## config.mk

```make
export PLATFORM = sky130hd
export DESIGN_NAME = input_port_unit
export DESIGN_NICKNAME = d
export VERILOG_FILES = /design/src/rtl/noc_pkg.sv /design/src/rtl/input_port_unit_fifo.sv /design/src/rtl/input_port_unit.sv
export SDC_FILE = /design/constraint.sdc
export NUM_CORES = 1
export LEC_CHECK = 0
export BUFFER_PORTS_ARGS = -buffer_cell sky130_fd_sc_hd__clkbuf_2
export CORE_MARGIN = 2
export CORE_UTILIZATION = 56
export DETAILED_ROUTE_END_ITERATION = 12
export PLACE_DENSITY = 0.79
export SYNTH_ARGS = -nofsm -noshare
export SYNTH_HDL_FRONTEND = slang
export SYNTH_SLANG_ARGS = --single-unit
```

## constraint.sdc

```tcl
create_clock -name clk -period 7.77 [get_ports clk]
set_input_delay 1.554 -clock clk [delete_from_list [all_inputs] [get_ports clk]]
set_output_delay 1.554 -clock clk [all_outputs]
set_load 0.05 [all_outputs]
```

## src/rtl/noc_pkg.sv

```systemverilog
// Shared mesh-router definitions: direction indices, flit field layout, input-port FSM states,
// and the XY routing function used by both input- and output-side blocks.
package noc_pkg;

  localparam int NUM_DIRS = 5;
  localparam int DIR_N    = 0;
  localparam int DIR_E    = 1;
  localparam int DIR_S    = 2;
  localparam int DIR_W    = 3;
  localparam int DIR_L    = 4;

  localparam int FLIT_W_DEF  = 64;
  localparam int COORD_W_DEF = 4;

  // Destination coordinates sit at the top of the flit: dest_x first, dest_y directly below.
  function automatic int dest_x_msb(input int flit_w);
    return flit_w - 1;
  endfunction

  function automatic int dest_y_msb(input int flit_w, input int coord_w);
    return flit_w - 1 - coord_w;
  endfunction

  typedef enum logic {
    IDLE = 1'b0,
    REQ  = 1'b1
  } ipu_state_e;

  // Dimension-ordered routing: resolve X completely before moving in Y. Inputs are zero-extended.
  function automatic logic [NUM_DIRS-1:0] xy_route(input logic [31:0] dx, input logic [31:0] dy,
                                                   input logic [31:0] mx, input logic [31:0] my);
    logic [NUM_DIRS-1:0] r;
    r = '0;
    if (dx > mx)      r[DIR_E] = 1'b1;
    else if (dx < mx) r[DIR_W] = 1'b1;
    else if (dy > my) r[DIR_N] = 1'b1;
    else if (dy < my) r[DIR_S] = 1'b1;
    else              r[DIR_L] = 1'b1;
    return r;
  endfunction

endpackage

```

## src/rtl/input_port_unit_fifo.sv

```systemverilog
// Synchronous FIFO with combinational head output; 0-cycle read of head, push visible next cycle.
// Push is ignored while full and pop while empty, so callers never corrupt the pointers.
module sync_fifo #(
  parameter int FLIT_W = 64,
  parameter int DEPTH  = 4
) (
  input  logic                       clk,
  input  logic                       reset,
  input  logic                       push,
  input  logic [FLIT_W-1:0]          din,
  input  logic                       pop,
  output logic [FLIT_W-1:0]          dout,
  output logic                       full,
  output logic                       empty,
  output logic [$clog2(DEPTH):0]     count
);

  localparam int PTR_W = $clog2(DEPTH);
  localparam int CNT_W = PTR_W + 1;

  logic [FLIT_W-1:0] mem_q [DEPTH];
  logic [FLIT_W-1:0] mem_d [DEPTH];
  logic [PTR_W-1:0]  wr_ptr_q, wr_ptr_d;
  logic [PTR_W-1:0]  rd_ptr_q, rd_ptr_d;
  logic [CNT_W-1:0]  count_q, count_d;
  logic              do_push, do_pop;

  assign full    = (count_q == CNT_W'(DEPTH));
  assign empty   = (count_q == '0);
  assign count   = count_q;
  assign dout    = mem_q[rd_ptr_q];
  assign do_push = push && !full;
  assign do_pop  = pop && !empty;

  // DEPTH is a power of two, so pointer wrap is the natural rollover.
  always_comb begin
    mem_d    = mem_q;
    wr_ptr_d = wr_ptr_q + PTR_W'(do_push);
    rd_ptr_d = rd_ptr_q + PTR_W'(do_pop);
    count_d  = count_q + CNT_W'(do_push) - CNT_W'(do_pop);
    if (do_push) mem_d[wr_ptr_q] = din;
  end

  always_ff @(posedge clk) begin
    if (reset) begin
      wr_ptr_q <= '0;
      rd_ptr_q <= '0;
      count_q  <= '0;
    end else begin
      wr_ptr_q <= wr_ptr_d;
      rd_ptr_q <= rd_ptr_d;
      count_q  <= count_d;
    end
  end

  // Storage needs no reset: a zero count already marks every entry as stale.
  always_ff @(posedge clk) begin
    mem_q <= mem_d;
  end

endmodule

```

## src/rtl/input_port_unit.sv

```systemverilog
// Router input port: buffers flits, XY-routes the head, holds a one-hot request until granted.
// Request valid one cycle after the head arrives; pops on grant; in_ready drops only when full.
module input_port_unit
  import noc_pkg::*;
#(
  parameter int FLIT_W  = FLIT_W_DEF,
  parameter int COORD_W = COORD_W_DEF,
  parameter int DEPTH   = 4,
  parameter int MY_X    = 0,
  parameter int MY_Y    = 0
) (
  input  logic                   clk,
  input  logic                   reset,
  input  logic                   in_valid,
  input  logic [FLIT_W-1:0]      in_flit,
  output logic                   in_ready,
  output logic [NUM_DIRS-1:0]    out_req,
  input  logic                   gnt,
  output logic [FLIT_W-1:0]      out_flit,
  output logic [$clog2(DEPTH):0] occupancy
);

  localparam int DX_MSB = dest_x_msb(FLIT_W);
  localparam int DY_MSB = dest_y_msb(FLIT_W, COORD_W);

  ipu_state_e          state_q, state_d;
  logic [NUM_DIRS-1:0] req_q, req_d;
  logic [FLIT_W-1:0]   head;
  logic                full, empty, pop;
  logic [COORD_W-1:0]  dest_x, dest_y;
  logic [NUM_DIRS-1:0] head_route;

  sync_fifo #(
    .FLIT_W (FLIT_W),
    .DEPTH  (DEPTH)
  ) u_fifo (
    .clk   (clk),
    .reset (reset),
    .push  (in_valid),
    .din   (in_flit),
    .pop   (pop),
    .dout  (head),
    .full  (full),
    .empty (empty),
    .count (occupancy)
  );

  assign in_ready   = !full;
  assign out_flit   = head;
  assign dest_x     = head[DX_MSB -: COORD_W];
  assign dest_y     = head[DY_MSB -: COORD_W];
  assign head_route = xy_route(32'(dest_x), 32'(dest_y), 32'(MY_X), 32'(MY_Y));

  // The route is latched rather than driven live so the request cannot glitch while the arbiter decides.
  always_comb begin
    state_d = state_q;
    req_d   = req_q;
    pop     = 1'b0;
    out_req = '0;
    case (state_q)
      IDLE: begin
        if (!empty) begin
          req_d   = head_route;
          state_d = REQ;
        end
      end
      REQ: begin
        out_req = req_q;
        if (gnt) begin
          pop     = 1'b1;
          req_d   = '0;
          state_d = IDLE;
        end
      end
      default: begin
        req_d   = '0;
        state_d = IDLE;
      end
    endcase
  end

  always_ff @(posedge clk) begin
    if (reset) begin
      state_q <= IDLE;
      req_q   <= '0;
    end else begin
      state_q <= state_d;
      req_q   <= req_d;
    end
  end

endmodule
```

Word level (Yosys, flattened, before mapping)
Index checks and enable logic that the tools add are counted.
{ "totals": {"regBits": 269, "inputBits": 68, "output_inout_bits": 73, "word_cells": 51} }
{ "classes": {"n_addsub": 4, "order_cmp": 5, "n_eq_ne": 3, "muxes": 20, "bitwise": 3, "n_reduce_logical": 7} }
{ "op_table": {"columns": ["op", "count"], "rows": [
  ["bitwise mux 256 bit", 1],
  ["two-way mux 64 bit", 3],
  ["binary-select mux 64 bit (select 2 bit)", 1],
  ["demux 64 bit (select 2 bit)", 1],
  ["two-way mux 5 bit", 3],
  ["case mux 5 bit (2 select lines)", 1],
  ["two-way mux 1 bit", 9],
  ["> comparator 4 x 1 -> 1 bit (second input constant)", 2],
  ["greater-or-equal comparator 3 bit (second input constant)", 2],
  ["inverter 2 -> 3 bit", 2],
  ["adder 2 x 1 -> 2 bit", 2],
  ["!= test 2 bit (second input constant)", 2],
  ["adder 3 x 1 -> 3 bit", 1],
  ["== test 3 bit (second input constant)", 1],
  ["logical AND 1 bit", 3],
  ["logical NOT 3 bit", 1],
  ["less-than comparator 3 x 1 -> 1 bit (second input constant)", 1],
  ["subtractor 3 x 1 -> 3 bit", 1],
  ["logical NOT 1 bit", 2],
  ["case mux 1 bit (2 select lines)", 1],
  ["AND reduction 2 bit", 1],
  ["inverter 1 bit", 1]
]} }

Longest topological paths before layout
Gate-level depths: netlist of the first run.
{ "logic_depth": {"ltp_word": 9, "depth_mapped": 10, "ltp_nobuf": 10} }

Modules after synthesis
Synthesis of the first run repeated with hierarchy kept, for this count alone.
{ "hier_totals": {"hier_cells": 398, "hier_area_um2": 9829.4} }
{ "modules_own_cells": {"columns": ["module", "n_inst", "cells_per_inst", "area_each_um2", "seq_area_each_um2"], "rows": [
  ["sync_fifo", 1, 370, 9587.9, 7827.5],
  ["input_port_unit", 1, 28, 241.5, 80.1]
]} }

Worst setup path after synthesis of the first run
Ideal clock, no wire load.
{ "synth_path": {"path_type": "in2reg", "from": "in in_valid", "to": "reg u_fifo.mem_q[128] (netlist name) (enable)", "setup_time_ns": 0.578, "arrival_ns": 6.362, "required_ns": 7.192, "path_slack_ns": 0.830, "stages": 2, "n_path_buf": 0, "path_cell_list": "nand2_1 -> nor3b_1"} }
{ "synth_via": {"elab_chain_len": 1} }
{ "synth_rtl": {"columns": ["element", "line", "rtl"], "rows": [
  ["from (decl)", "input_port_unit.sv:14", "input logic in_valid,"],
  ["logical AND 1 bit", "input_port_unit_fifo.sv:32", "assign do_push = push && !full;"],
  ["to (signal assigned)", "input_port_unit_fifo.sv:58", "mem_q <= mem_d;"],
  ["to (decl)", "input_port_unit_fifo.sv:21", "logic [FLIT_W-1:0] mem_q [DEPTH];"]
]} }
Every way passes these cells.
A chain may end at the register's enable or synchronous reset.

Worst setup path in the final report of the first run
{ "layout_path": {"from": "reg u_fifo.rd_ptr_q[0]", "to": "out out_flit[61]"} }
{ "layout_via": {"elab_chain_len": 4} }
{ "layout_rtl": {"columns": ["element", "line", "rtl"], "rows": [
  ["from (decl)", "input_port_unit_fifo.sv:24", "logic [PTR_W-1:0] rd_ptr_q, rd_ptr_d;"],
  ["from (signal assigned)", "input_port_unit_fifo.sv:51", "rd_ptr_q <= rd_ptr_d;"],
  ["inverter 2 -> 3 bit (implied by the code)", "input_port_unit_fifo.sv:31", "assign dout = mem_q[rd_ptr_q];"],
  ["binary-select mux 64 bit (select 2 bit)", "input_port_unit_fifo.sv:31", null],
  ["two-way mux 64 bit (implied by the code) (2 in a row)", "input_port_unit_fifo.sv:31", null],
  ["to (decl)", "input_port_unit.sv:19", "output logic [FLIT_W-1:0] out_flit,"]
]} }
Every way passes these cells. The select of a mux whose other input is x is not followed.

==> results of run 1 <==
cell usage after synthesis (2+ instances only):
| library cell | count | area share |
|---|---|---|
| inv_1 | 2 | 0.00077 |
| xnor2_1 | 2 | 0.0018 |
| buf_1 | 5 | 0.0019 |
| nor2_1 | 9 | 0.0035 |
| and2_1 | 3 | 0.0019 |
| nand2_1 | 4 | 0.0015 |
| edfxtp_1 | 256 | 0.79 |
| clkbuf_1 | 8 | 0.0031 |
| dfxtp_1 | 11 | 0.023 |
| buf_4 | 2 | 0.0015 |
| mux4_1 | 2 | 0.0054 |
| ha_1 | 2 | 0.0026 |
| xor2_1 | 3 | 0.0027 |
| nor2b_1 | 3 | 0.0019 |
| buf_2 | 2 | 0.0010 |
| mux4_2 | 62 | 0.14 |
power groups by stage:
stage | Sequential, uW | Combinational (uW) | Clock (uW)
2_1_floorplan | 1830 | 604 | 0
3_3_place_gp | 1810 | 786 | 0
3_5_place_dp | 1820 | 796 | 0
4_1_cts | 1790 | 801 | 1260
5_1_grt | 1800 | 832 | 1310
6_report | 1790 | 789 | 1240
worst paths after layout:
check | slack, ns | endpoint | depth (start not counted)
worst max register to register | 4.37 | req_q[4] | 5
worst min register to register | 0.48 | req_q[0] | 1
worst min-delay path | 0.48 | req_q[0] | 1
worst max-delay path | 3.36 | out_flit[61] | 3
logic make-up (layout without fill, tap and decap cells):
family | Yosys count | after routing | synth area share
XOR/XNOR | 5 | 5 | 0.00448
multiplexers | 64 | 64 | 0.148
AO/OA/AOI/OAI | 7 | 7 | 0.00653
flip-flops | 267 | 267 | 0.809
adder cells (fa/ha/maj) | 3 | 3 | 0.00461
buffers and inverters | 20 | 192 | 0.00947
AND/OR/NAND/NOR | 30 | 30 | 0.0173
other | 1 | 2 | 0.000384
per-stage QoR:
step	hold slack, ns	cell area [um2]	cells	utilization	power (uW)
3_3_place_gp	0.442	10700	748	0.625	2590
4_1_cts	0.475	11600	795	0.674	3850
3_5_place_dp	0.457	10700	748	0.625	2620
6_report	0.476	11600	795	0.674	3810
2_1_floorplan	0.424	9780	398	-	2430
5_1_grt	0.496	11600	795	0.674	3950
routing by layer:
| layer | vias to the layer above | track usage | routed length (um) |
|---|---|---|---|
| li1 | 1996 | - | - |
| met1 | 2318 | 0.254 | 6690 |
| met2 | 148 | 0.315 | 9050 |
| met3 | 25 | 0.0399 | 1040 |
| met4 | 0 | 0.0503 | 372 |
| met5 | - | 0 | 0 |
registers in the layout (all words and copies together) (netlist names):
name and flops:
u_fifo.count 3, req_q 3, u_fifo.rd_ptr_q 2, u_fifo.mem_q 256, state_q 1, u_fifo.wr_ptr_q 2
worst register-to-register path, delay by kind of cell, from the launching register on:
| family | cells | cell delay [ns] |
|---|---|---|
| muxes | 1 | 0.72 |
| AOI/OAI and AO/OA | 1 | 0.20 |
| DFF | 1 | 0.52 |
| and+or+nand+nor | 2 | 1.08 |
| buffers and inverters | 1 | 0.84 |
area by class of cell:
cell class              instances  area share
well taps                     225      0.0243
clock inverters                14      0.0151
clock buffers                  33      0.0584
multi-input cells             111       0.155
inverters                       2    0.000648
repair buffers                143      0.0629
flip-flops and latches        267       0.683
==> flow_metrics.env, run 1 <==
export IMPL_finalSetupTns_ns=0
export IMPL_fp_row_count=48
export IMPL_min_from="req_q[0]"
export IMPL_slowest_delay_ns=0.84
export IMPL_antenna_found_initial=0
export IMPL_synth_edf_count=256
export IMPL_clkLatencyLatePin_ns=0.52
export IMPL_dieArea_um2=18500
export IMPL_ys_flop_type="edfxtp_1"
export IMPL_leakage_uw=0.00393
export IMPL_drive_gt1_frac=0.439
export IMPL_dp_hpwl_um=9920
export IMPL_grt_overflow=0
export IMPL_setup_worst_path_start_class="flip-flop"
export IMPL_powerDensity_nw_per_um2=329
export IMPL_arrival_ns=2.86
export IMPL_drt_first_iter_violations=383
export IMPL_final_cell_mix="256 x edfxtp_1, 138 x clkbuf_2, 62 x mux4_2"
export IMPL_clk_pin_slew_ns=0.06
export IMPL_status="completed"
export IMPL_io_pins=141
export IMPL_fin_ws_ns=3.36
export IMPL_nFillCells=1113
export IMPL_grt_pass1_vias=4584
export IMPL_crit_required_ns=6.22
export IMPL_synth_cells=397
export IMPL_die_y_um=136
export IMPL_crit_chain="buf_4, mux4_1, clkbuf_2"
export IMPL_ctsRootBufferMaster="clkbuf_16"
export IMPL_relSlewSlack=0.306
export IMPL_finalNetCount=622
export IMPL_ys_ff_latch=267
export IMPL_critical_path_top_delay_family="buffers and inverters"
export IMPL_final_setup_viol_count=0
export IMPL_post_place_ws_ns=3.81
export IMPL_critPathCaptureType="output port"
export IMPL_rsz0062_at_grt="no"
export IMPL_drc_errors=0
export IMPL_peakVddDrop_v=0.000242
export IMPL_cp_buffers_inverters=2
export IMPL_area_delta_synth_final_pct=18.5
export IMPL_dr_pass1_iters=5
export IMPL_ctsHtreeMaxLevel=1
export IMPL_clock_skew_final_ns=0.0186
export IMPL_final_max_slew_violation_count=0
export IMPL_grt_max_degree=66
export IMPL_syn_avg_cell_area_um2=24.6
export IMPL_p_comb_frac=0.207
export IMPL_cts_tree="done"
export IMPL_via_per_inst=5.64
export IMPL_layout_commonest_cell="edfxtp_1"
export IMPL_postCtsSetupRepairBufs=0
export IMPL_die_w_um=136
export IMPL_pwr_share_clk=0.324
export IMPL_min_path_type="flip-flop to flip-flop"
export IMPL_p_sw_uw=1100
export IMPL_period_needed_ns=4.41
export IMPL_ctsResizeCount=0
export IMPL_sw_frac_of_total=0.289
export IMPL_fin_crit_sh=0.568
export IMPL_avgRoutedWirePerCell_um=21.6
export IMPL_area_sequential_um2=7920
export IMPL_synthArstFlopShare=0
export IMPL_num_vias=4487
export IMPL_drv_cap=0
export IMPL_cp_slowest_cell="buf_4"
export IMPL_ys_types=37
export IMPL_antenna_cells=0
export IMPL_intPower_uw=2710
export IMPL_worst_setup_path_type="flip-flop to output port"
export IMPL_core_area_um2=17200
export IMPL_cts_sink_count=267
export IMPL_synth_seq_area_share=0.809
export IMPL_ctsHoldBuffers=0
export IMPL_timing_rr_start="u_fifo.rd_ptr_q[0]"
export IMPL_initial_core_util=0.569
export IMPL_yosysWarnings=0
export IMPL_hold_viol=0
export IMPL_cp_max_fo=53
export IMPL_p_seq_frac=0.469
export IMPL_crit_start="u_fifo.rd_ptr_q[0]"
export IMPL_netlist_area_um2=9770
export IMPL_ant_nets=0
export IMPL_place_congestion=0.696
export IMPL_grt_pass1_wl_um=25800
export IMPL_wl_um=17100
export IMPL_ctsLongestPathBuffers=3
export IMPL_cts_buffers=26
export IMPL_worst_slew_pin_slew_ns=1.04
export IMPL_multiInputGateArea_um2=1800
export IMPL_grt_use_total=0.188
export IMPL_max_freq_mhz=227
export IMPL_port_buffers=138
(Power assumes the default switching activity.)
==> run 2, diff against run 1 <==
clock period = 4.1 ns   (was 7.77 ns; I/O delays follow)
==> flow_metrics.env, run 2 (synthesized netlist as in run 1, its figures left out) <==
export IMPL_status="completed"
export IMPL_final_setup_viol_count=0
export IMPL_r2r_end="req_q[4]"
export IMPL_whs_path_depth=1
export IMPL_leakage_uw=0.00393
export IMPL_worst_slew_pin_slew_ns=1.01
export IMPL_ctsRootBufferMaster="clkbuf_16"
export IMPL_fin_crit_sh=0.787
export IMPL_grt_use_total=0.190
export IMPL_dr_pass1_iters=4
export IMPL_layout_commonest_cell="edfxtp_1"
export IMPL_fin_ws_ns=0.875
export IMPL_die_w_um=136
export IMPL_cp_max_fo=48
export IMPL_timing_rr_start="u_fifo.rd_ptr_q[1]"
export IMPL_top_register="u_fifo.mem_q"
export IMPL_max_freq_mhz=310
export IMPL_grt_overflow=0
export IMPL_finalSetupTns_ns=0
export IMPL_clkLatencyLatePin_ns=0.52
export IMPL_area_delta_synth_final_pct=18.7
export IMPL_cts_tree="done"
export IMPL_reg2regPathDepth=4
export IMPL_rrSetupSlack_ns=1.49
export IMPL_place_congestion=0.714
export IMPL_nFillCells=1127
export IMPL_peakVddDrop_v=0.000442
export IMPL_min_path_type="flip-flop to flip-flop"
export IMPL_arrival_ns=2.41
export IMPL_min_from="req_q[0]"
export IMPL_post_place_ws_ns=1.37
export IMPL_fp_row_count=48
export IMPL_ctsHoldBuffers=0
export IMPL_rsz0062_at_grt="no"
export IMPL_ctsHtreeMaxLevel=1
export IMPL_crit_required_ns=3.28
export IMPL_clk_pin_slew_ns=0.06
export IMPL_initial_core_util=0.569
export IMPL_avgRoutedWirePerCell_um=21.4
export IMPL_clock_skew_final_ns=0.0220
export IMPL_ctsLongestPathBuffers=3
export IMPL_setup_worst_path_start_class="flip-flop"
export IMPL_port_buffers=138
export IMPL_period_needed_ns=3.23
export IMPL_drc_errors=0
export IMPL_wl_um=17000
export IMPL_via_per_inst=5.64
export IMPL_final_max_slew_violation_count=0
export IMPL_largest_register_ffs=256
export IMPL_drive_gt1_frac=0.437
export IMPL_powerDensity_nw_per_um2=620
export IMPL_critPathCaptureType="output port"
export IMPL_postCtsSetupRepairBufs=0
export IMPL_die_y_um=136
export IMPL_grt_max_degree=65
export IMPL_num_vias=4494
export IMPL_final_cell_mix="256 x edfxtp_1, 138 x clkbuf_2, 62 x mux4_2"
export IMPL_cts_sink_count=267
export IMPL_finalNetCount=624
export IMPL_core_area_um2=17200
export IMPL_min_to="req_q[0]"
export IMPL_grt_pass1_vias=4769
export IMPL_drt_first_iter_violations=222
export IMPL_worst_setup_path_type="flip-flop to output port"
export IMPL_antenna_cells=0
export IMPL_grt_pass1_wl_um=26300
export IMPL_drv_cap=0
export IMPL_io_pins=141
export IMPL_antenna_found_initial=0
export IMPL_ctsResizeCount=0
export IMPL_cts_buffers=26
export IMPL_relSlewSlack=0.325
export IMPL_ant_nets=0
export IMPL_hold_viol=0
export IMPL_dieArea_um2=18500
export IMPL_dp_hpwl_um=10000
==> run 2: cell count changes in the layout (fill, tap and decap cells not counted), sizes merged <==
cell	delta
buf	+2
clkinv	+1
bufinv	-1
==> run 2: critical path: stages, from the launching register on <==
cell,delay [ns]
dfxtp_4,0.83
buf_4,0.41
mux4_2,0.36
clkbuf_2,0.26
==> run 2: area by class of cell <==
class | instances | area (um2) | area share
clock buffer | 33 | 698 | 0.0602
clock inverter | 14 | 135 | 0.0116
inverter | 2 | 7.51 | 0.000647
multi-input combinational | 111 | 1810 | 0.156
sequential | 267 | 7920 | 0.682
tap | 225 | 282 | 0.0243
timing repair buffer | 145 | 756 | 0.0651
==> run 2: per-stage QoR <==
stage / util / hold slack (ns) / total power [uW] / cell area, um2 / std cells
after floorplan: - / 0.424 / 4590 / 9800 / 398
after global placement: 0.627 / 0.441 / 4930 / 10800 / 750
after detailed placement: 0.627 / 0.458 / 4970 / 10800 / 750
after CTS: 0.676 / 0.471 / 7270 / 11600 / 797
after global routing: 0.676 / 0.501 / 7450 / 11600 / 797
final: 0.676 / 0.466 / 7190 / 11600 / 797
==> run 2: worst max-delay path by stage <==
stage          slack, ns  cells past startpoint               start           endpoint
6_report            0.87                      3  u_fifo.rd_ptr_q[1]       out_flit[49]
5_1_grt             0.72                      3  u_fifo.rd_ptr_q[0]       out_flit[49]
4_1_cts             0.82                      3  u_fifo.rd_ptr_q[0]       out_flit[50]
3_5_place_dp        1.37                      3  u_fifo.rd_ptr_q[0]       out_flit[50]
3_3_place_gp        1.40                      3  u_fifo.rd_ptr_q[0]       out_flit[35]
2_1_floorplan       0.36                      6     u_fifo.count[1]  u_fifo.mem_q[100]
==> run 2: layer usage <==
layer  vias up  part of all wire  global-route usage
li1       1991                 -                   -
met1      2327              0.41               0.253
met2       145              0.51               0.319
met3        31             0.061              0.0362
met4         0             0.023              0.0660
met5         -                 0                   0
==> run 2: report_power, final <==
| part | internal, uW | switching, uW |
|---|---|---|
| Clock | 1380 | 920 |
| Sequential | 3290 | 102 |
| Combinational | 441 | 1060 |
==> run 3, diff against run 2 <==
clock period = 3.13 ns   (was 4.1 ns; I/O delays follow)
==> flow_metrics.env, run 3 (synthesized netlist as in run 1, its figures left out) <==
export IMPL_cp_buffers_inverters=2
export IMPL_postCtsSetupRepairBufs=0
export IMPL_ctsHoldBuffers=0
export IMPL_cp_slowest_cell="mux4_2"
export IMPL_dieArea_um2=18500
export IMPL_finalNetCount=627
export IMPL_max_freq_mhz=354
export IMPL_drt_first_iter_violations=317
export IMPL_final_max_slew_violation_count=0
export IMPL_num_vias=4545
export IMPL_crit_required_ns=2.50
export IMPL_crit_chain="buf_12, mux4_2, clkbuf_2"
export IMPL_status="completed"
export IMPL_drive_gt1_frac=0.449
export IMPL_final_cells=798
export IMPL_peakVddDrop_v=0.000648
export IMPL_final_setup_viol_count=0
export IMPL_ant_nets=0
export IMPL_grt_pass1_wl_um=26200
export IMPL_ctsRootBufferMaster="clkbuf_16"
export IMPL_cts_sink_count=267
export IMPL_grt_max_degree=65
export IMPL_dr_pass1_iters=4
export IMPL_hold_viol=0
export IMPL_period_needed_ns=2.83
export IMPL_cp_max_fo=26
export IMPL_die_w_um=136
export IMPL_top_register="u_fifo.mem_q"
export IMPL_clkLatencyLatePin_ns=0.51
export IMPL_clk_pin_slew_ns=0.06
export IMPL_setup_worst_path_start_class="flip-flop"
export IMPL_grt_pass1_vias=4727
export IMPL_fp_row_count=48
export IMPL_clock_skew_final_ns=0.00919
export IMPL_grt_use_total=0.190
export IMPL_dp_cells=753
export IMPL_fin_crit_sh=0.903
export IMPL_cts_buffers=26
export IMPL_initial_core_util=0.569
export IMPL_drv_cap=0
export IMPL_dp_hpwl_um=10400
export IMPL_area_delta_synth_final_pct=19.6
export IMPL_ctsHtreeMaxLevel=1
export IMPL_final_cell_mix="256 x edfxtp_1, 138 x clkbuf_2, 62 x mux4_2"
export IMPL_ctsLongestPathBuffers=3
export IMPL_critical_path_top_delay_family="multiplexers"
export IMPL_min_path_type="input port to flip-flop"
export IMPL_drc_errors=0
export IMPL_largest_register_ffs=256
export IMPL_via_per_inst=5.70
export IMPL_leakage_uw=0.00396
export IMPL_ctsResizeCount=0
export IMPL_slowest_delay_ns=0.58
export IMPL_critPathCaptureType="output port"
export IMPL_antenna_found_initial=0
export IMPL_grt_overflow=0
export IMPL_die_y_um=136
export IMPL_cts_tree="done"
export IMPL_arrival_ns=2.20
export IMPL_core_area_um2=17200
export IMPL_place_congestion=0.727
export IMPL_relSlewSlack=0.518
export IMPL_worst_setup_path_type="flip-flop to output port"
export IMPL_layout_commonest_cell="edfxtp_1"
export IMPL_finalSetupTns_ns=0
export IMPL_worst_slew_pin_slew_ns=0.721
export IMPL_antenna_cells=0
export IMPL_hold_slack_ns=0.324
export IMPL_wl_um=17100
export IMPL_powerDensity_nw_per_um2=802
export IMPL_port_buffers=138
export IMPL_rsz0062_at_grt="no"
export IMPL_io_pins=141
export IMPL_avgRoutedWirePerCell_um=21.4
==> run 3: cell count changes in the layout (fill, tap and decap cells not counted) <==
cell / previous run / this run
nand2_1: 4 / 3
buf_12: 1 / 7
clkbuf_8: 0 / 4
buf_4: 6 / 3
clkinv_2: 3 / 2
clkinv_1: 8 / 4
nand2_2: 0 / 1
bufinv_16: 3 / 1
dfxtp_4: 2 / 4
dfxtp_1: 9 / 7
clkbuf_1: 6 / 7
==> run 3: per-layer routing <==
layer  track usage  share of wire  vias to the layer above
met4        0.0457          0.017                        0
met3        0.0395          0.064                       25
li1              -              -                     2010
met2         0.328           0.53                      142
met1         0.251           0.39                     2368
met5             0              0                        -
==> run 3: worst paths after layout <==
path,cells after the start,slack (ns),from,to
worst max-delay path,3,0.30,u_fifo.rd_ptr_q[0],out_flit[56]
worst min-delay path,1,0.32,in_flit[19],u_fifo.mem_q[83]
worst max register to register,4,0.61,u_fifo.rd_ptr_q[0],req_q[0]
worst min register to register,1,0.48,req_q[4],req_q[4]
==> run 3: metrics by stage <==
stage | utilization | power (uW) | area (um2) | worst slack (ns)
after global routing | 0.681 | 9710 | 11700 | 0.193
after detailed placement | 0.633 | 6560 | 10900 | 0.597
after floorplan | - | 6020 | 9820 | 0.00318
after CTS | 0.681 | 9490 | 11700 | 0.246
final | 0.681 | 9380 | 11700 | 0.304
after global placement | 0.633 | 6500 | 10900 | 0.656
==> run 3: layout make-up <==
| cell class | instances | area [um2] |
|---|---|---|
| flip-flops and latches | 267 | 7920 |
| repair buffers | 148 | 853 |
| multi-input cells | 111 | 1820 |
| inverters | 2 | 7.51 |
| fillers | 1087 | 5480 |
| well taps | 225 | 282 |
| clock buffers | 38 | 757 |
| clock inverters | 7 | 55.1 |
==> run 3: worst register-to-register path: stages (launching register included) <==
cell       delay [ns]
dfxtp_4          0.55
mux4_1           0.66
or4_4            0.56
or4b_4           0.50
o2bb2ai_1        0.18
==> run 3: report_power, final <==
group,internal [uW],switching [uW]
logic,614,1400
registers,4310,136
clock network,1740,1180
total,6660,2710
